## src/rtl/sat_counter.sv

```systemverilog
// Saturating up-counter; clr takes priority over inc.
module sat_counter #(
    parameter int unsigned CNT_W = 16
) (
    input  logic             clk,
    input  logic             reset,
    input  logic             inc,
    input  logic             clr,
    output logic [CNT_W-1:0] count
);

    always_ff @(posedge clk) begin
        if (reset || clr) begin
            count <= '0;
        end else if (inc && (count != '1)) begin
            count <= count + 1'b1;
        end
    end

endmodule

```

## config.mk

```make
export PLATFORM = sky130hd
export DESIGN_NAME = sat_counter
export DESIGN_NICKNAME = d
export VERILOG_FILES = /design/src/rtl/sat_counter.sv
export SDC_FILE = /design/constraint.sdc
export NUM_CORES = 1
export LEC_CHECK = 0
export ABC_AREA = 1
export BUFFER_PORTS_ARGS = -buffer_cell sky130_fd_sc_hd__buf_2
export CAP_MARGIN = 20
export CORE_MARGIN = 5
export CORE_UTILIZATION = 56
export CTS_BUF_LIST = sky130_fd_sc_hd__clkbuf_4 sky130_fd_sc_hd__clkbuf_8 sky130_fd_sc_hd__clkbuf_16
export DETAILED_ROUTE_END_ITERATION = 7
export PLACE_DENSITY = 0.79
export SETUP_SLACK_MARGIN = 0.02
export SKIP_LAST_GASP = 1
export SLEW_MARGIN = 20
export SYNTH_ARGS = -nofsm -noshare
export SYNTH_HDL_FRONTEND = slang
export SYNTH_SLANG_ARGS = --single-unit
export TNS_END_PERCENT = 50
```

## constraint.sdc

```tcl
create_clock -name clk -period 3.6 [get_ports clk]
set_clock_uncertainty 0.1 [all_clocks]
set_input_delay 0 -clock clk [delete_from_list [all_inputs] [get_ports clk]]
set_output_delay 0 -clock clk [all_outputs]
set_load 0.02 [all_outputs]
```

==> results.toml, run 1 <==
[layout]
nNetsFinal = 177
largestRegisters = "count x16"
area_delta_synth_final_pct = 15.0
largest_register_ffs = 16
max_flop_register = "count"
final_util_pct = 70.1
diodes = 0
drive_above_1_share_pct = 21.6

[yosys]
ys_ff_latch = 16
yosysWarningCount = 0
synthCells = 149
synth_top_area_share_pct = 33.7
synth_top_cell_by_area = "dfxtp_1"
yosys-top-cells-area = "dfxtp_1 34%, nand2_1 15%, nor2_1 13%, nand3_1 7.4%, a21oi_1 4.7%"
netlist_area_um2 = 951
avgSynthCellArea_um2 = 6.38
yosysMostFrequentCell = "nand2_1"
yosysUniqueCellTypes = 21
syn-num-nets = 154
yosys-top-cells-count = "38 x nand2_1, 34 x nor2_1, 16 x dfxtp_1"
ys_async_sr_fraction_pct = 0
synth_ff_type = "dfxtp_1"
synth_edf_count = 0
yosysSeqAreaShare_pct = 33.7

[clock_network]
ctsResizeCount = 0
cts.path.max_buffers = 2
clk_pin_slew_ns = 0.10
cts_tree = "done"
htree_levels = 1
cts_made_buffers = 3
cts_setup_buffers = 0
clock_sinks = 16
cts_hold_buf = 1
clk_latency_ns = 0.29
cts_root_buf = "clkbuf_4"

[sta]
max_clock_freq_ghz = 0.593
maxSlewViolCount = 0
fin_tns_setup_ns = 0
finalHoldViolCount = 0
finalSetupViolCount = 0
slew_headroom_pct = 30.6
worstMarginPinSlew_ns = 1.04
rsz0062_at_grt = "false"
finalCriticalPeriod_ns = 1.69
setup_ws_ns = 1.91
finalCritPeriodShare_pct = 46.9
hold-worst-slack_ns = 0.0814

[power]
internal-power_uw = 246
pwr-share-seq_pct = 56.0
p_sw_share_pct = 23.1
total_power_uw = 320
power.switching_uw = 73.9
peakVddDrop_mv = 0.243
clkPwrFrac_pct = 38.6
leakage_uw = 0.000461
p_per_area_mw_per_mm2 = 292
p_comb_share_pct = 5.4

[drt]
totalWireLength_um = 2230
wl_per_cell_um = 11.9
dr.pass1.iters = 4
dr_total_vias = 966
ant_nets = 0
drc_errors = 0
vias_per_cell = 5.17
drt_iter0_drc = 17

[floorplan]
initial_core_util_pct = 61.0
core_area_mm2 = 0.00156
num_rows = 14
die_w_um = 51.2
die_area_mm2 = 0.00262
ios = 20
die_h_um = 51.2

[worst_setup_path]
required_ns = 3.74
endpoint_kind = "flip-flop"
crit_fanout = 12
critical_path_class = "flip-flop to flip-flop"
startpoint_type = "flip-flop"
cp_data_arrival_time_ns = 1.83
ff2ff_setup_slack_ns = 1.91

[place]
place_congestion = 0.807
port_buffers = 19
place_hpwl_um = 1640
pre_cts_ws_ns = 2.00

[global_routing]
gr-total-overflow = 0
grt_pass1_vias = 822
grt.total_usage_pct = 18.6
grt_max_degree = 17
grt_first_pass_wirelength_um = 3710
antenna_found_initial = 0

[run]
drv_cap = 0

[worst_hold_path]
min_path_type = "input pin to flip-flop"

[status]
status = "finished, final reports clean"
## kinds of logic (layout without fill, tap and decap cells)
logic type,count (synthesis),after routing,share of synthesized area (%)
AO/OA/AOI/OAI,14,14,8.03
AND/OR/NAND/NOR,102,102,49.5
buffers and inverters,16,38,7.50
adder cells (fa/ha/maj),1,1,1.32
flip-flops,16,16,33.7
## path summary, 6_finish.rpt
| check | startpoint | to | cells after the start |
|---|---|---|---|
| max | count[1]$_SDFFE_PP0P_ | count[13]$_SDFFE_PP0P_ | 7 |
| min | reset | count[8]$_SDFFE_PP0P_ | 4 |
| max reg2reg | count[1]$_SDFFE_PP0P_ | count[13]$_SDFFE_PP0P_ | 7 |
| min reg2reg | count[11]$_SDFFE_PP0P_ | count[11]$_SDFFE_PP0P_ | 2 |
## power groups by stage
stage          Sequential [uW]  Clock [uW]  Combinational [uW]
2_1_floorplan              184           0                10.0
3_3_place_gp               183           0                15.7
3_5_place_dp               183           0                16.0
4_1_cts                    179         125                16.9
5_1_grt                    179         135                18.8
6_report                   179         123                17.3
## layer usage
| layer | vias to the layer above | track usage (%) | routed length, um |
|---|---|---|---|
| met5 | - | 0 | 0 |
| met4 | 0 | 7.62 | 23 |
| met3 | 4 | 3.78 | 135 |
| met2 | 32 | 29.4 | 1030 |
| met1 | 415 | 24.6 | 1040 |
| li1 | 515 | - | - |
## layout make-up
cell class                 instances  area, um^2
timing repair buffer              20         105
tap                               16        20.0
multi-input combinational        117         559
sequential                        16         320
fill                             150         465
inverter                          14        52.6
clock buffer                       4        36.3
## placed cells by master (no fill, tap or decap), types with 3 or more instances in the layout
cell type	Yosys	final
inv_1	12	12
nand3_1	14	14
o21ai_0	3	3
nor2_1	34	34
nor2_4	4	4
nand2_2	3	3
dfxtp_1	16	16
nand2_1	38	38
nor2_2	3	3
nand4_1	3	3
clkbuf_4	0	3
buf_2	0	19
a21oi_1	9	9
## worst max-delay path: stages (launching register included)
cell,delay (ns)
dfxtp_1,0.40
ha_1,0.21
nand2_1,0.11
nor2_2,0.16
nand4_2,0.29
nand3_1,0.18
nand2_1,0.06
nor2_1,0.12
## metrics by stage
stage               area (um^2)  instances
global route               1090        187
detailed placement         1050        182
floorplan                   951        149
CTS                        1090        187
global placement           1050        182
finish                     1090        187
No activity file was read; power rests on OpenSTA's default activity.
==> inputs of run 2 (changes only) <==
--- a/config.mk
+++ b/config.mk
@@ -9,10 +9,10 @@
 export BUFFER_PORTS_ARGS = -buffer_cell sky130_fd_sc_hd__buf_2
 export CAP_MARGIN = 20
 export CORE_MARGIN = 5
-export CORE_UTILIZATION = 56
+export CORE_UTILIZATION = 52
 export CTS_BUF_LIST = sky130_fd_sc_hd__clkbuf_4 sky130_fd_sc_hd__clkbuf_8 sky130_fd_sc_hd__clkbuf_16
 export DETAILED_ROUTE_END_ITERATION = 7
-export PLACE_DENSITY = 0.79
+export PLACE_DENSITY = 0.74
 export SETUP_SLACK_MARGIN = 0.02
 export SKIP_LAST_GASP = 1
 export SLEW_MARGIN = 20
==> constraint.sdc (replaced) <==
create_clock -name clk -period 1.6 [get_ports clk]
set_clock_uncertainty 0.1 [all_clocks]
set_input_delay 0 -clock clk [delete_from_list [all_inputs] [get_ports clk]]
set_output_delay 0 -clock clk [all_outputs]
set_load 0.02 [all_outputs]
==> run 2 against run 1 <==
- utilization is 2.5 points lower
- fmax grew 14%
- via count down 0.10%
- register-to-register slack lost 1.8 ns
- die area grew 6.2%
- power is 130% higher
- combinational power rose to 2.5 times the previous value
- sequential power rose by 130%
- design area is 6.8% higher
- largest power group unchanged
- highest routed layer unchanged
==> results.toml, run 2 (synthesized netlist as in run 1, its figures left out) <==
[global_routing]
top_usage_layer = "met2"
antenna_found_initial = 0
grt_pass1_vias = 833
grt_max_degree = 17
use_met2_pct = 28.9
gr-total-overflow = 0
grt_first_pass_wirelength_um = 3590
grt.total_usage_pct = 17.3
grt_use_met3_pct = 2.56
met1_usage_pct = 21.8

[layout]
layout_common_cells = "38 x nand2_1, 33 x nor2_1, 19 x buf_2"
final_common_cell = "nand2_1"
final_util_pct = 67.6
final_cell_count_no_fill = 199
max_flop_register = "count"
area_delta_synth_final_pct = 22.8
drive_above_1_share_pct = 25.9
largest_register_ffs = 16
diodes = 0
nNetsFinal = 180
largestRegisters = "count x16"

[power]
leakage_uw = 0.000484
peakVddDrop_mv = 0.460
total_power_uw = 724
p_per_area_mw_per_mm2 = 620

[worst_setup_path]
required_ns = 1.69
endpoint_kind = "flip-flop"
startpoint_type = "flip-flop"
crit_chain = "ha_4 -> nand2_1 -> nor2_4 -> nand4_4 -> a21oi_1 -> nor2_1"
crit_slowest_cell = "dfxtp_2"
cp_slowest_stage_delay_ns = 0.39
cp_data_arrival_time_ns = 1.57
crit_fanout = 12
critical_path_class = "flip-flop to flip-flop"
r2r-start = "count[1]$_SDFFE_PP0P_"
crit_start = "count[1]$_SDFFE_PP0P_"

[sta]
slew_headroom_pct = 83.4
finalHoldViolCount = 0
finalCritPeriodShare_pct = 92.5
maxSlewViolCount = 0
finalCriticalPeriod_ns = 1.48
max_clock_freq_ghz = 0.676
fin_tns_setup_ns = 0
hold-worst-slack_ns = 0.0291
rsz0062_at_grt = "false"
finalSetupViolCount = 0
worstMarginPinSlew_ns = 0.248

[place]
place_hpwl_um = 1540
place_congestion = 0.817
place_inst = 193
port_buffers = 19

[floorplan]
ios = 20
die_area_mm2 = 0.00278
initial_core_util_pct = 55.1
die_h_um = 52.8
core_area_mm2 = 0.00173
num_rows = 15
die_w_um = 52.8

[drt]
totalWireLength_um = 2060
vias_per_cell = 4.85
dr_total_vias = 965
wl_per_cell_um = 10.3
ant_nets = 0
drc_errors = 0
drt_iter0_drc = 16
dr.pass1.iters = 4

[status]
status = "finished, final reports clean"

[worst_hold_path]
min_path_type = "input pin to flip-flop"
hp-start = "reset"

[clock_network]
cts_made_buffers = 3
clk_latency_ns = 0.29
clk_pin_slew_ns = 0.10
cts.path.max_buffers = 2
htree_levels = 1
clock_sinks = 16
cts_root_buf = "clkbuf_4"
cts_tree = "done"

[run]
drv_cap = 0
run 2: cell types whose count changed in the layout (fill, tap and decap cells not counted), sizes merged:
cell | previous run | this run
buf | 19 | 22
run 2: worst paths after layout:
kind,slack (ns),cells after the start,endpoint
setup / recovery,0.12,6,count[13]$_SDFFE_PP0P_
hold reg to reg,0.44,2,count[1]$_SDFFE_PP0P_
setup reg to reg,0.12,6,count[13]$_SDFFE_PP0P_
hold / removal,0.03,5,count[6]$_SDFFE_PP0P_
run 2: power breakdown:
group	switching [uW]	leakage, uW	internal (uW)
combinational	25.7	0.000333	17.8
clock	138	0.0000210	139
sequential	3.27	0.000130	401
run 2: critical path, delay by kind of cell (launching register included):
kind	cells	cell delay, ns
compound gates	1	0.21
fa+ha+maj	1	0.16
flops	1	0.39
simple gates	4	0.53
run 2: repair_timing:
item                                    4_1_cts  5_1_grt
pin swaps                                     0        2
setup buffers                                 0        1
endpoints found under the setup margin        1       11
hold buffers                                  1        0
resized for setup                             1        6
endpoints found under the hold margin         1        0
run 2: area by class of cell:
type,count,area [um^2]
Sequential cell,16,323
Multi-Input combinational cell,117,597
Tap cell,25,31.3
Fill cell,170,559
Inverter,14,52.6
Clock buffer,4,36.3
Timing Repair Buffer,23,128
run 2: stage by stage:
step	instance area [um^2]	worst slack, ns
after floorplan	953	0.104
after global placement	1080	0.0932
after detailed placement	1080	0.0359
after CTS	1130	0.0496
after global routing	1170	0.0148
final	1170	0.120
run 2: layer usage:
metal | up-vias | routed length [um]
met5 | - | 0
met4 | 0 | 23
met3 | 4 | 74
met2 | 15 | 930
met1 | 418 | 1030
li1 | 528 | -
==> inputs of run 3 (changes only) <==
--- a/config.mk
+++ b/config.mk
@@ -9,10 +9,10 @@
 export BUFFER_PORTS_ARGS = -buffer_cell sky130_fd_sc_hd__buf_2
 export CAP_MARGIN = 20
 export CORE_MARGIN = 5
-export CORE_UTILIZATION = 52
+export CORE_UTILIZATION = 50
 export CTS_BUF_LIST = sky130_fd_sc_hd__clkbuf_4 sky130_fd_sc_hd__clkbuf_8 sky130_fd_sc_hd__clkbuf_16
 export DETAILED_ROUTE_END_ITERATION = 7
-export PLACE_DENSITY = 0.74
+export PLACE_DENSITY = 0.71
 export SETUP_SLACK_MARGIN = 0.02
 export SKIP_LAST_GASP = 1
 export SLEW_MARGIN = 20
==> constraint.sdc (replaced) <==
create_clock -name clk -period 1.6 [get_ports clk]
set_clock_uncertainty 0.1 [all_clocks]
set_input_delay 0 -clock clk [delete_from_list [all_inputs] [get_ports clk]]
set_output_delay 0 -clock clk [all_outputs]
set_load 0.1 [all_outputs]
==> run 3 against run 2 <==
- non-clock buffer count decreased by 1
- critical path type unchanged
- sequential cell count stayed put
- count of clock-buffer cells in the layout decreased by 1
- power is 11% lower
- global-route usage grew 0.64 points
- highest routed layer unchanged
==> results.toml, run 3 (synthesized netlist as in run 1, its figures left out) <==
[global_routing]
grt_max_degree = 17
grt.total_usage_pct = 18.0
antenna_found_initial = 0
gr-total-overflow = 0
grt_pass1_vias = 890
grt_first_pass_wirelength_um = 3840

[layout]
diodes = 0
final_util_pct = 69.4
largestRegisters = "count x16"
final_area_mm2 = 0.00122
drive_above_1_share_pct = 37.8
max_flop_register = "count"
fill_cells = 168
area_delta_synth_final_pct = 28.7
final_common_cell = "nand2_1"
layout_common_cells = "36 x nand2_1, 33 x nor2_1, 19 x buf_2"
nNetsFinal = 179
largest_register_ffs = 16

[place]
place_hpwl_um = 1690
port_buffers = 19
dpl_cell_area_mm2 = 0.00119
place_congestion = 0.816

[clock_network]
cts_root_buf = "clkbuf_4"
clock_sinks = 16
cts_tree = "done"
cts_setup_buffers = 0
clk_pin_slew_ns = 0.09
htree_levels = 1
cts_made_buffers = 3
ctsResizeCount = 0
cts_hold_buf = 1
cts.path.max_buffers = 2
clk_latency_ns = 0.28

[worst_setup_path]
endpoint_kind = "flip-flop"
critical_path_class = "flip-flop to flip-flop"
crit_chain = "ha_4 -> nand2_2 -> nor2_4 -> nand2_2 -> nor2_4 -> nor2_2 -> a21oi_1 -> nor2_1"
ff2ff_setup_slack_ns = 0.18
path_delay_family = "simple AND/OR/NAND/NOR gates"
startpoint_type = "flip-flop"
r2r-start = "count[1]$_SDFFE_PP0P_"
crit_fanout = 5
crit_cells = 8
crit_slowest_cell = "dfxtp_4"
path_buf_inv = 0
required_ns = 1.69
r2r_end = "count[2]$_SDFFE_PP0P_"
crit_start = "count[1]$_SDFFE_PP0P_"
r2r_cells = 8
cp_slowest_stage_delay_ns = 0.38
cp_data_arrival_time_ns = 1.51
worstSetupEndpoint = "count[2]$_SDFFE_PP0P_"

[power]
p_comb_share_pct = 8.5
pwr-share-seq_pct = 58.4
peakVddDrop_mv = 0.413
leakage_uw = 0.000482
internal-power_uw = 478
power.switching_uw = 169
clkPwrFrac_pct = 33.1
p_per_area_mw_per_mm2 = 529
p_sw_share_pct = 26.2

[floorplan]
num_rows = 15
ios = 20
initial_core_util_pct = 53.9
die_h_um = 53.6
core_area_mm2 = 0.00176
die_area_mm2 = 0.00287
die_w_um = 53.6

[sta]
max_clock_freq_ghz = 0.703
rsz0062_at_grt = "false"
finalCritPeriodShare_pct = 89.0
slew_headroom_pct = 67.4
fin_tns_setup_ns = 0
maxSlewViolCount = 0
finalSetupViolCount = 0
finalCriticalPeriod_ns = 1.42
finalHoldViolCount = 0
worstMarginPinSlew_ns = 0.492

[run]
drv_cap = 0

[drt]
drc_errors = 0
dr_total_vias = 989
dr.pass1.iters = 4
drt_iter0_drc = 21
totalWireLength_um = 2190
ant_nets = 0
wl_per_cell_um = 11.1
vias_per_cell = 5.02

[worst_hold_path]
min_path_type = "input pin to flip-flop"
hp-start = "reset"

[status]
status = "finished, final reports clean"
-- run 3: how the worst min path moves through the flow --
| stage | to | slack, ns | cells past startpoint |
|---|---|---|---|
| 2_1_floorplan | count[11]$_SDFFE_PP0P_ | 0.08 | 3 |
| 3_5_place_dp | count[11]$_SDFFE_PP0P_ | 0.29 | 4 |
| 6_report | count[13]$_SDFFE_PP0P_ | 0.03 | 5 |
| 4_1_cts | count[3]$_SDFFE_PP0P_ | 0.03 | 5 |
| 3_3_place_gp | count[11]$_SDFFE_PP0P_ | 0.28 | 4 |
| 5_1_grt | count[15]$_SDFFE_PP0P_ | 0.04 | 5 |
-- run 3: stage by stage --
| step | hold slack [ns] | std cells | setup slack, ns | power [uW] |
|---|---|---|---|---|
| 2_1_floorplan | 0.0794 | 149 | 0.00865 | 428 |
| 3_5_place_dp | 0.294 | 193 | 0.207 | 441 |
| 3_3_place_gp | 0.279 | 193 | 0.213 | 440 |
| 6_report | 0.0292 | 197 | 0.177 | 648 |
| 4_1_cts | 0.0319 | 197 | 0.173 | 647 |
| 5_1_grt | 0.0435 | 197 | 0.0386 | 687 |
-- run 3: area by class of cell --
| class | count | area [um^2] | share of cell area (%) |
|---|---|---|---|
| clock buffers | 3 | 22.5 | 1.84 |
| inverters | 14 | 52.6 | 4.29 |
| multi-input cells | 117 | 617 | 50.4 |
| flip-flops and latches | 16 | 380 | 31.1 |
| well taps | 25 | 31.3 | 2.56 |
| repair buffers | 22 | 120 | 9.82 |
-- run 3: power by group through the flow --
stage          clock network [uW]  registers (uW)  logic [uW]
4_1_cts                       214             378        55.5
6_report                      214             378        55.0
3_3_place_gp                    0             388        52.3
2_1_floorplan                   0             404        23.5
3_5_place_dp                    0             388        53.3
5_1_grt                       248             379        60.1
-- run 3: per-layer routing --
metal  wire length, um  track usage, %  up-vias
li1                  -               -      519
met1              1050            23.1      453
met2              1060            30.4       15
met3                66            3.32        2
met4                15            5.53        0
met5                 0               0        -
-- run 3: worst register-to-register path, stage by stage, from the launching register on --
cell and delay, ns:
dfxtp_4 0.38, ha_4 0.15, nand2_2 0.07, nor2_4 0.13, nand2_2 0.09, nor2_4 0.14, nor2_2 0.08, a21oi_1 0.13
nor2_1 0.05
